### src/rtl/rv64i_pkg.sv
// Shared RV64I fetch-side constants, fetch FSM state type and fault encoding.
package rv64i_pkg;

  localparam int unsigned XLEN = 64;
  localparam int unsigned ILEN = 32;

  typedef enum logic {
    FETCH_RUN      = 1'b0,
    FETCH_MISALIGN = 1'b1
  } fetch_state_e;

  localparam logic FETCH_FAULT_NONE     = 1'b0;
  localparam logic FETCH_FAULT_MISALIGN = 1'b1;

  function automatic logic is_misaligned(input logic [1:0] pc_lo);
    return pc_lo != 2'b00;
  endfunction

endpackage

### src/rtl/fetch_buffer.sv
// Synchronous FIFO of fetched entries toward decode; flush clears it and may load one entry.
module fetch_buffer #(
  parameter int unsigned Width = 8,
  parameter int unsigned Depth = 2,
  localparam int unsigned CW   = $clog2(Depth + 1)
) (
  input  logic             clk,
  input  logic             rst_n,
  input  logic             i_flush,
  input  logic             i_push,
  input  logic [Width-1:0] i_push_data,
  input  logic             i_pop,
  output logic             o_empty,
  output logic [CW-1:0]    o_count,
  output logic [Width-1:0] o_head
);

  localparam int unsigned AW = $clog2(Depth);

  logic [Width-1:0] r_mem [Depth];
  logic [AW-1:0]    r_wr;
  logic [AW-1:0]    r_rd;
  logic [CW-1:0]    r_count;

  always_ff @(posedge clk or negedge rst_n) begin
    if (!rst_n) begin
      for (int i = 0; i < Depth; i++) r_mem[i] <= '0;
      r_wr    <= '0;
      r_rd    <= '0;
      r_count <= '0;
    end else if (i_flush) begin
      // A push alongside a flush lands as the sole surviving entry.
      r_rd    <= '0;
      r_wr    <= AW'(i_push);
      r_count <= CW'(i_push);
      if (i_push) r_mem[0] <= i_push_data;
    end else begin
      if (i_push) begin
        r_mem[r_wr] <= i_push_data;
        r_wr        <= r_wr + AW'(1);
      end
      if (i_pop) r_rd <= r_rd + AW'(1);
      r_count <= r_count + CW'(i_push) - CW'(i_pop);
    end
  end

  assign o_empty = (r_count == '0);
  assign o_count = r_count;
  assign o_head  = r_mem[r_rd];

endmodule

### src/rtl/fetch_pc_unit.sv
// Fetch PC owner: credit-limited in-order imem requests, wrong-path drop after redirect,
// misaligned-target fault entry, and a decode-side buffer.
module fetch_pc_unit #(
  parameter int unsigned     XLEN      = rv64i_pkg::XLEN,
  parameter logic [XLEN-1:0] RESET_PC  = '0,
  parameter int unsigned     IFQ_DEPTH = 2
) (
  input  logic            clk,
  input  logic            rst_n,
  input  logic            redirect_valid,
  input  logic [XLEN-1:0] redirect_pc,
  output logic            imem_req_valid,
  input  logic            imem_req_ready,
  output logic [XLEN-1:0] imem_req_addr,
  input  logic            imem_rsp_valid,
  input  logic [31:0]     imem_rsp_data,
  output logic            if_valid,
  input  logic            if_ready,
  output logic [XLEN-1:0] if_pc,
  output logic [31:0]     if_instr,
  output logic            if_fault
);

  import rv64i_pkg::*;

  localparam int unsigned CW = $clog2(IFQ_DEPTH + 1);
  localparam int unsigned SW = CW + 1;
  localparam int unsigned EW = XLEN + ILEN + 1;

  fetch_state_e    r_state;
  logic [XLEN-1:0] r_pc;
  logic [CW-1:0]   r_inflight;
  logic [CW-1:0]   r_stale;

  logic            w_credit;
  logic            w_req_fire;
  logic            w_rsp_pop;
  logic            w_rsp_live;
  logic            w_redir_mis;
  logic            w_push;
  logic            w_pop;
  logic            w_buf_empty;
  logic [CW-1:0]   w_buf_count;
  logic [CW-1:0]   w_live;
  logic [XLEN-1:0] w_rsp_pc;
  logic [EW-1:0]   w_push_data;
  logic [EW-1:0]   w_head;

  assign w_credit = ({1'b0, r_inflight} + {1'b0, w_buf_count}) < SW'(IFQ_DEPTH);

  assign imem_req_valid = rst_n && (r_state == FETCH_RUN) && !redirect_valid && w_credit;
  assign imem_req_addr  = r_pc;
  assign w_req_fire     = imem_req_valid && imem_req_ready;

  // A redirect kills everything in flight, so dead tags are always the oldest ones:
  // a count of them replaces per-tag live bits, and live requests are consecutive
  // words ending just below r_pc.
  assign w_rsp_pop   = imem_rsp_valid && (r_inflight != '0);
  assign w_rsp_live  = w_rsp_pop && !redirect_valid && (r_stale == '0);
  assign w_live      = r_inflight - r_stale;
  assign w_rsp_pc    = r_pc - (XLEN'(w_live) << 2);
  assign w_redir_mis = redirect_valid && is_misaligned(redirect_pc[1:0]);

  always_comb begin
    w_push_data = {w_rsp_pc, imem_rsp_data, FETCH_FAULT_NONE};
    if (w_redir_mis) w_push_data = {redirect_pc, ILEN'(0), FETCH_FAULT_MISALIGN};
  end

  assign w_push = w_rsp_live || w_redir_mis;

  // The fault entry is sticky: decode may accept it, but it stays until the next redirect.
  assign if_valid = !w_buf_empty && !redirect_valid;
  assign w_pop    = if_valid && if_ready && (r_state == FETCH_RUN);
  assign if_pc    = if_valid ? w_head[EW-1 -: XLEN] : '0;
  assign if_instr = if_valid ? w_head[ILEN:1] : '0;
  assign if_fault = if_valid && w_head[0];

  always_ff @(posedge clk or negedge rst_n) begin
    if (!rst_n) begin
      r_state    <= FETCH_RUN;
      r_pc       <= RESET_PC;
      r_inflight <= '0;
      r_stale    <= '0;
    end else begin
      r_inflight <= r_inflight + CW'(w_req_fire) - CW'(w_rsp_pop);
      if (redirect_valid) begin
        r_stale <= r_inflight - CW'(w_rsp_pop);
        r_pc    <= redirect_pc;
        r_state <= w_redir_mis ? FETCH_MISALIGN : FETCH_RUN;
      end else begin
        if (w_rsp_pop && (r_stale != '0)) r_stale <= r_stale - CW'(1);
        if (w_req_fire) r_pc <= r_pc + XLEN'(4);
      end
    end
  end

  fetch_buffer #(
    .Width (EW),
    .Depth (IFQ_DEPTH)
  ) u_fetch_buffer (
    .clk         (clk),
    .rst_n       (rst_n),
    .i_flush     (redirect_valid),
    .i_push      (w_push),
    .i_push_data (w_push_data),
    .i_pop       (w_pop),
    .o_empty     (w_buf_empty),
    .o_count     (w_buf_count),
    .o_head      (w_head)
  );

endmodule

### config.mk
export PLATFORM = sky130hd
export DESIGN_NAME = fetch_pc_unit
export DESIGN_NICKNAME = d
export VERILOG_FILES = /design/src/rtl/rv64i_pkg.sv /design/src/rtl/fetch_buffer.sv /design/src/rtl/fetch_pc_unit.sv
export SDC_FILE = /design/constraint.sdc
export NUM_CORES = 1
export LEC_CHECK = 0
export BUFFER_PORTS_ARGS = -buffer_cell sky130_fd_sc_hd__buf_2
export CAP_MARGIN = 10
export CORE_MARGIN = 1
export CORE_UTILIZATION = 62
export DETAILED_ROUTE_END_ITERATION = 6
export GPL_TIMING_DRIVEN = 1
export PLACE_DENSITY_LB_ADDON = 0.1
export SYNTH_ARGS = -nofsm -noshare
export SYNTH_HDL_FRONTEND = slang
export SYNTH_HIERARCHICAL = 1
export SYNTH_SLANG_ARGS = --single-unit
### constraint.sdc
create_clock -name clk -period 6.1 [get_ports clk]
set_input_delay 0.61 -clock clk [delete_from_list [all_inputs] [get_ports clk]]
set_output_delay 0.61 -clock clk [all_outputs]
set_load 0.05 [all_outputs]
* Word level (Yosys, flattened, before mapping)
Cells that the tools add are included.
** Storage, ports and cells
- Output and inout port bits :: 163
- Register bits :: 267
- Word-level logic and storage cells :: 78
- Bits of input ports :: 102
** Cells by class
- Add/subtract/negate cells :: 12
- Bitwise gates (word level) :: 4
- Muxes and demuxes :: 22
- $lt $le $gt $ge :: 4
- Reductions and logical operators :: 27
** Operators by type and width (count)
- 97-bit 2-to-1 mux :: 7
- 194-bit bitwise mux :: 1
- 194-bit 2-to-1 mux :: 1
- 64-bit 2-to-1 mux :: 3
- 97-bit demux with 1-bit select :: 1
- 64-bit by 3-bit adder with 64-bit output (second input constant) :: 1
- 64-bit by 4-bit subtractor with 64-bit output :: 1
- 32-bit 2-to-1 mux :: 1
- 1-bit logical AND :: 14
- 2-bit nonzero test :: 7
- 2-bit 2-to-1 mux :: 3
- 2-bit by 1-bit subtractor with 2-bit output :: 3
- 1-bit 2-to-1 mux :: 5
- 2-bit by 1-bit adder with 2-bit output :: 2
- 2-bit >= comparator (second input constant) :: 2
- 2-bit zero test :: 2
- 1-bit NOT with 2-bit output :: 2
- 2-bit by 2-bit adder with 3-bit output :: 1
- 3-bit by 2-bit < comparator with 1-bit output (second input constant) :: 1
- 1-bit adder (second input constant) :: 2
- 1-bit zero test :: 2
- 2-bit by 1-bit < comparator with 1-bit output (second input constant) :: 1
- 1-bit NOT :: 2
- 2-bit AND reduction :: 1
- 3 further kinds :: 3

* Depth between registers and ports, before layout
- Word-level depth :: 8
- Gate-level depth with buffers :: 14
- Mapped depth without buffers :: 12

* Hierarchy
The synthesis kept the hierarchy.
** By module, submodules not included
- fetch_buffer :: cells each 535, times used 1, area each 8655.8 µm², seq. area each 4954.8 µm²
- fetch_pc_unit :: cells each 1105, times used 1, area each 7782.5 µm², seq. area each 1726.7 µm²

* Worst setup path after synthesis
No wires, ideal clock.
- Path type :: reg2reg
- From :: reg r_inflight[0]
- To :: reg u_fetch_buffer/r_mem[176] (netlist bit)
- Slack :: 2.897 ns
- Clock period less this slack :: 3.203 ns
- Stages on the path, launching flop included :: 13
- Buffers on the path :: 1
- Data arrival time :: 3.138 ns
- Cell sequence :: dfrtp_1 -> inv_1 -> ha_1 -> xor2_1 -> xnor2_1 -> fa_1 -> nor4_4 -> nand4_2 -> or3_1 -> buf_2 -> or4_1 -> a31oi_1 -> mux2_2
** Between the ends
- Word-level cells in the longest chain between the ends :: 6
** RTL lines
- start, declared :: RTL line fetch_pc_unit.sv:32 : logic [CW-1:0] r_inflight;
- start signal, assigned :: RTL line fetch_pc_unit.sv:85 : r_inflight <= r_inflight + CW'(w_req_fire) - CW'(w_rsp_pop);
- 2-bit subtractor * :: RTL line fetch_pc_unit.sv:60 : assign w_live = r_inflight - r_stale;
- 64-bit by 4-bit subtractor with 64-bit output * :: RTL line fetch_pc_unit.sv:61 : assign w_rsp_pc = r_pc - (XLEN'(w_live) << 2);
- 97-bit 2-to-1 mux * :: RTL line fetch_pc_unit.sv:66 : if (w_redir_mis) w_push_data = {redirect_pc, ILEN'(0), FETCH_FAULT_MISALIGN};
- named net w_push_data[79] :: RTL line fetch_pc_unit.sv:46 : logic [EW-1:0] w_push_data;
- 194-bit bitwise mux :: RTL line fetch_buffer.sv:39 : r_mem[r_wr] <= i_push_data;
- 194-bit 2-to-1 mux :: RTL line fetch_buffer.sv:38 : if (i_push) begin
- 97-bit 2-to-1 mux * :: RTL line fetch_buffer.sv:31 : end else if (i_flush) begin
- end signal, assigned by index :: RTL line fetch_buffer.sv:39
- end, declared :: RTL line fetch_buffer.sv:20 : logic [Width-1:0] r_mem [Depth];
Mark *: on every way through the listed nets, which the timed path passes. The rest lies on a longest branch. The select of a mux whose other input is x is not followed.
A chain may end at the register's enable or synchronous reset.

* Worst setup path in the final report
- From :: reg r_inflight[0]
- To :: reg u_fetch_buffer/r_mem[189] (netlist bit)
Same word-level chain as after synthesis.

==> impl_metrics.tcl <==
set metrics [dict create \
    clockBufferDepth 3 \
    p_int_mw 4.845 \
    min_period_over_period_pct 65.04 \
    post-route-min-period_ps 3968 \
    cp-start-kind "register" \
    postCtsSetupRepairBufs 0 \
    path_max_fanout 16 \
    drt.antenna.violating_nets 0 \
    grtUsageTotal_pct 35.43 \
    crit_path_end_kind "register" \
    power_frac_seq_pct 37.2 \
    netlist_instances 1640 \
    synthArstFlopShare_pct 100.0 \
    nets 1923 \
    fillCellCount 2000 \
    worst_pin_slew_ps 1119 \
    wl_per_cell_um 22.52 \
    grt_pass1_vias 13330 \
    synth_nets 1754 \
    areaGrowthSynthToFinish_pct 14.32 \
    grt_pass1_wl_mm 74.67 \
    syn_area_sq_um 16440 \
    numPortBuffers 264 \
    drc 0 \
    fp-row-count 59 \
    cts_tree "built" \
    drv_cap 0 \
    die_x_um 164.8 \
    status "completed" \
    dieArea_sq_um 27170 \
    core_area_sq_um 26060 \
    dp.cells 2111 \
    wirelength_mm 48.73 \
    via_per_inst 6.501 \
    gp_congestion 0.9639 \
    ys_types 63 \
    initial_utilization_pct 63.08 \
    power.share.clock_pct 25.2 \
    crit_type "register to register" \
    final_cells 2164 \
    io_pins 265 \
    min_delay_path_depth 3 \
    p_comb_share_pct 37.6 \
    cts_buffers 30 \
    ys_ff_latch 267 \
    r2r_cells 11 \
    p_sw_share_pct 38.29 \
    synthTopCellsByArea "dfrtp_1, mux2_2, and2_1" \
    rsz0062_at_grt "false" \
    first_pass_iters 5 \
    insertion_delay_ps 580 \
    synth_area_leader_cell "dfrtp_1" \
    ys_seq_area_share_pct 40.65 \
    p_leak_nw 8.331 \
    cp.arrival_ps 4480 \
    hold_viol 0 \
    power_switching_mw 3.006 \
    avgSynthCellArea_sq_um 10.02 \
    h-tree-depth 1 \
    grt_overflow 0 \
    slew_headroom_pct 25.24 \
    drt-initial-drc-count 1359 \
    irDropWorstVdd_uv 316.8 \
    finalSetupTns_ps 0 \
    slew_violations 0 \
    regArea_sq_um 6685 \
    place_hpwl_mm 32.87 \
    cts_root_buffer "clkbuf_16" \
    synth_most_common_cell "dfrtp_1" \
    worstPathRequired_ps 6610 \
    yosysTopAreaCellShare_pct 40.65 \
    grt_max_degree 76 \
    drive_above_1_share_pct 34.17 \
    multi_input_area_sq_um 8984 \
    cts_resized 0 \
    grt_antenna_before_repair 0 \
    ys.flop_type "dfrtp_1" \
    clock-sinks 267 \
    skew_ps 12.49 \
    ys_top_cells_by_count "dfrtp_1, mux2_2, and2_1" \
    dieHeight_um 164.8 \
    hold_class "primary input to register" \
    fmax_mhz 252.0 \
    n_antenna_cell 0 \
    setup_viol 0 \
    ys_warn_count 6 \
    p_per_area_nw_per_um2 417.7 \
    clk_pin_slew_ps 60 \
    synth_edf_count 0 \
    vias 14070 \
]
-- power groups by stage --
| stage | Combinational (mW) | Clock, mW | Sequential (mW) |
|---|---|---|---|
| 3_3_place_gp | 2.88 | 0 | 2.88 |
| 4_1_cts | 2.96 | 2.00 | 2.90 |
| 6_report | 2.96 | 1.98 | 2.92 |
| 5_1_grt | 3.16 | 2.06 | 2.99 |
| 3_5_place_dp | 2.94 | 0 | 2.92 |
| 2_1_floorplan | 2.25 | 0 | 2.86 |
-- state kept, by name, summed over array words and instances, names as in the netlist --
signal                  count
u_fetch_buffer/r_rd         1
u_fetch_buffer/o_count      2
imem_req_addr              64
u_fetch_buffer/r_mem      194
r_stale                     2
u_fetch_buffer/r_wr         1
r_state                     1
r_inflight                  2
-- timing repair --
item | in CTS | in global routing
endpoints found under the setup margin | 0 | 0
hold buffers | 1 | 0
hold endpoints to repair | 57 | 0
-- worst paths after layout --
check / to / start / slack [ps]
worst max-delay path: u_fetch_buffer/r_mem[189] / r_inflight[0] / 2130
worst min-delay path: imem_req_addr[22] / redirect_pc[22] / 280
worst max register to register: u_fetch_buffer/r_mem[189] / r_inflight[0] / 2130
worst min register to register: u_fetch_buffer/r_mem[90] / u_fetch_buffer/r_mem[90] / 490
max in group asynchronous: u_fetch_buffer/r_mem[3] / rst_n / 3310
min in group asynchronous: u_fetch_buffer/r_mem[149] / rst_n / 540
-- kinds of logic (layout without fill, tap and decap cells) --
logic type               Yosys count  in the layout  synth area share, %
AND/OR/NAND/NOR                  622            622                21.16
multiplexers                     301            301                21.27
flip-flops                       267            267                40.65
AO/OA/AOI/OAI                    218            218                8.890
buffers and inverters            180            369                4.902
XOR/XNOR                          40             40                2.131
adder cells (fa/ha/maj)           12             12                1.005
-- final cells by class --
cell class / instances / share of cell area (%)
clock buffers: 38 / 4.421
clock inverters: 14 / 1.372
inverters: 34 / 0.6791
multi-input cells: 1193 / 47.80
flip-flops and latches: 267 / 35.57
well taps: 335 / 2.230
repair buffers: 283 / 7.923
-- layout by cell type, fill, tap and decap left out, drive strengths merged, types with 5 or more instances in the layout --
| cell | instances |
|---|---|
| a21o | 7 |
| a21oi | 19 |
| a221o | 7 |
| a22oi | 11 |
| a31oi | 33 |
| and2 | 142 |
| and3 | 12 |
| and4 | 6 |
| buf | 282 |
| bufinv | 6 |
| clkbuf | 38 |
| clkinv | 6 |
| dfrtp | 267 |
| ha | 10 |
| inv | 34 |
| mux2 | 296 |
| mux2i | 5 |
| nand2 | 128 |
| nand3 | 62 |
| nand3b | 6 |
| nand4 | 42 |
| nor2 | 78 |
| nor3 | 30 |
| nor4 | 37 |
| o211ai | 30 |
| o21ai | 62 |
| o311ai | 18 |
| o31ai | 10 |
| or3 | 31 |
| or4 | 31 |
| xnor2 | 33 |
| xor2 | 7 |
-- stage by stage --
step	instance area (sq um)	power [mW]	setup slack, ps	util [%]	hold slack [ps]
final	18790	7.851	2132	72.12	280.1
after global routing	18790	8.216	1952	72.12	281.5
after floorplan	16440	5.112	2897	-	314.4
after CTS	18790	7.861	2195	72.12	272.7
after global placement	17690	5.754	2324	67.90	468.5
after detailed placement	17690	5.860	2199	67.90	476.0
-- per-layer routing --
metal | track usage, % | part of all wire, % | vias up
met5 | 0 | 0 | -
li1 | - | - | 6286
met4 | 14.39 | 3.9 | 0
met2 | 57.45 | 47 | 715
met3 | 4.922 | 7.8 | 125
met1 | 47.84 | 41 | 6943
-- worst max-delay path, cell delays in order (launching register included) --
cell,delay (ps)
dfrtp_1,390
inv_1,70
ha_1,210
xor2_1,150
xnor2_1,240
ha_1,280
nor2b_1,140
nand4b_1,730
or3_1,820
or4_1,470
a31oi_1,220
mux2_2,180
No activity file was read; power rests on OpenSTA's default activity.
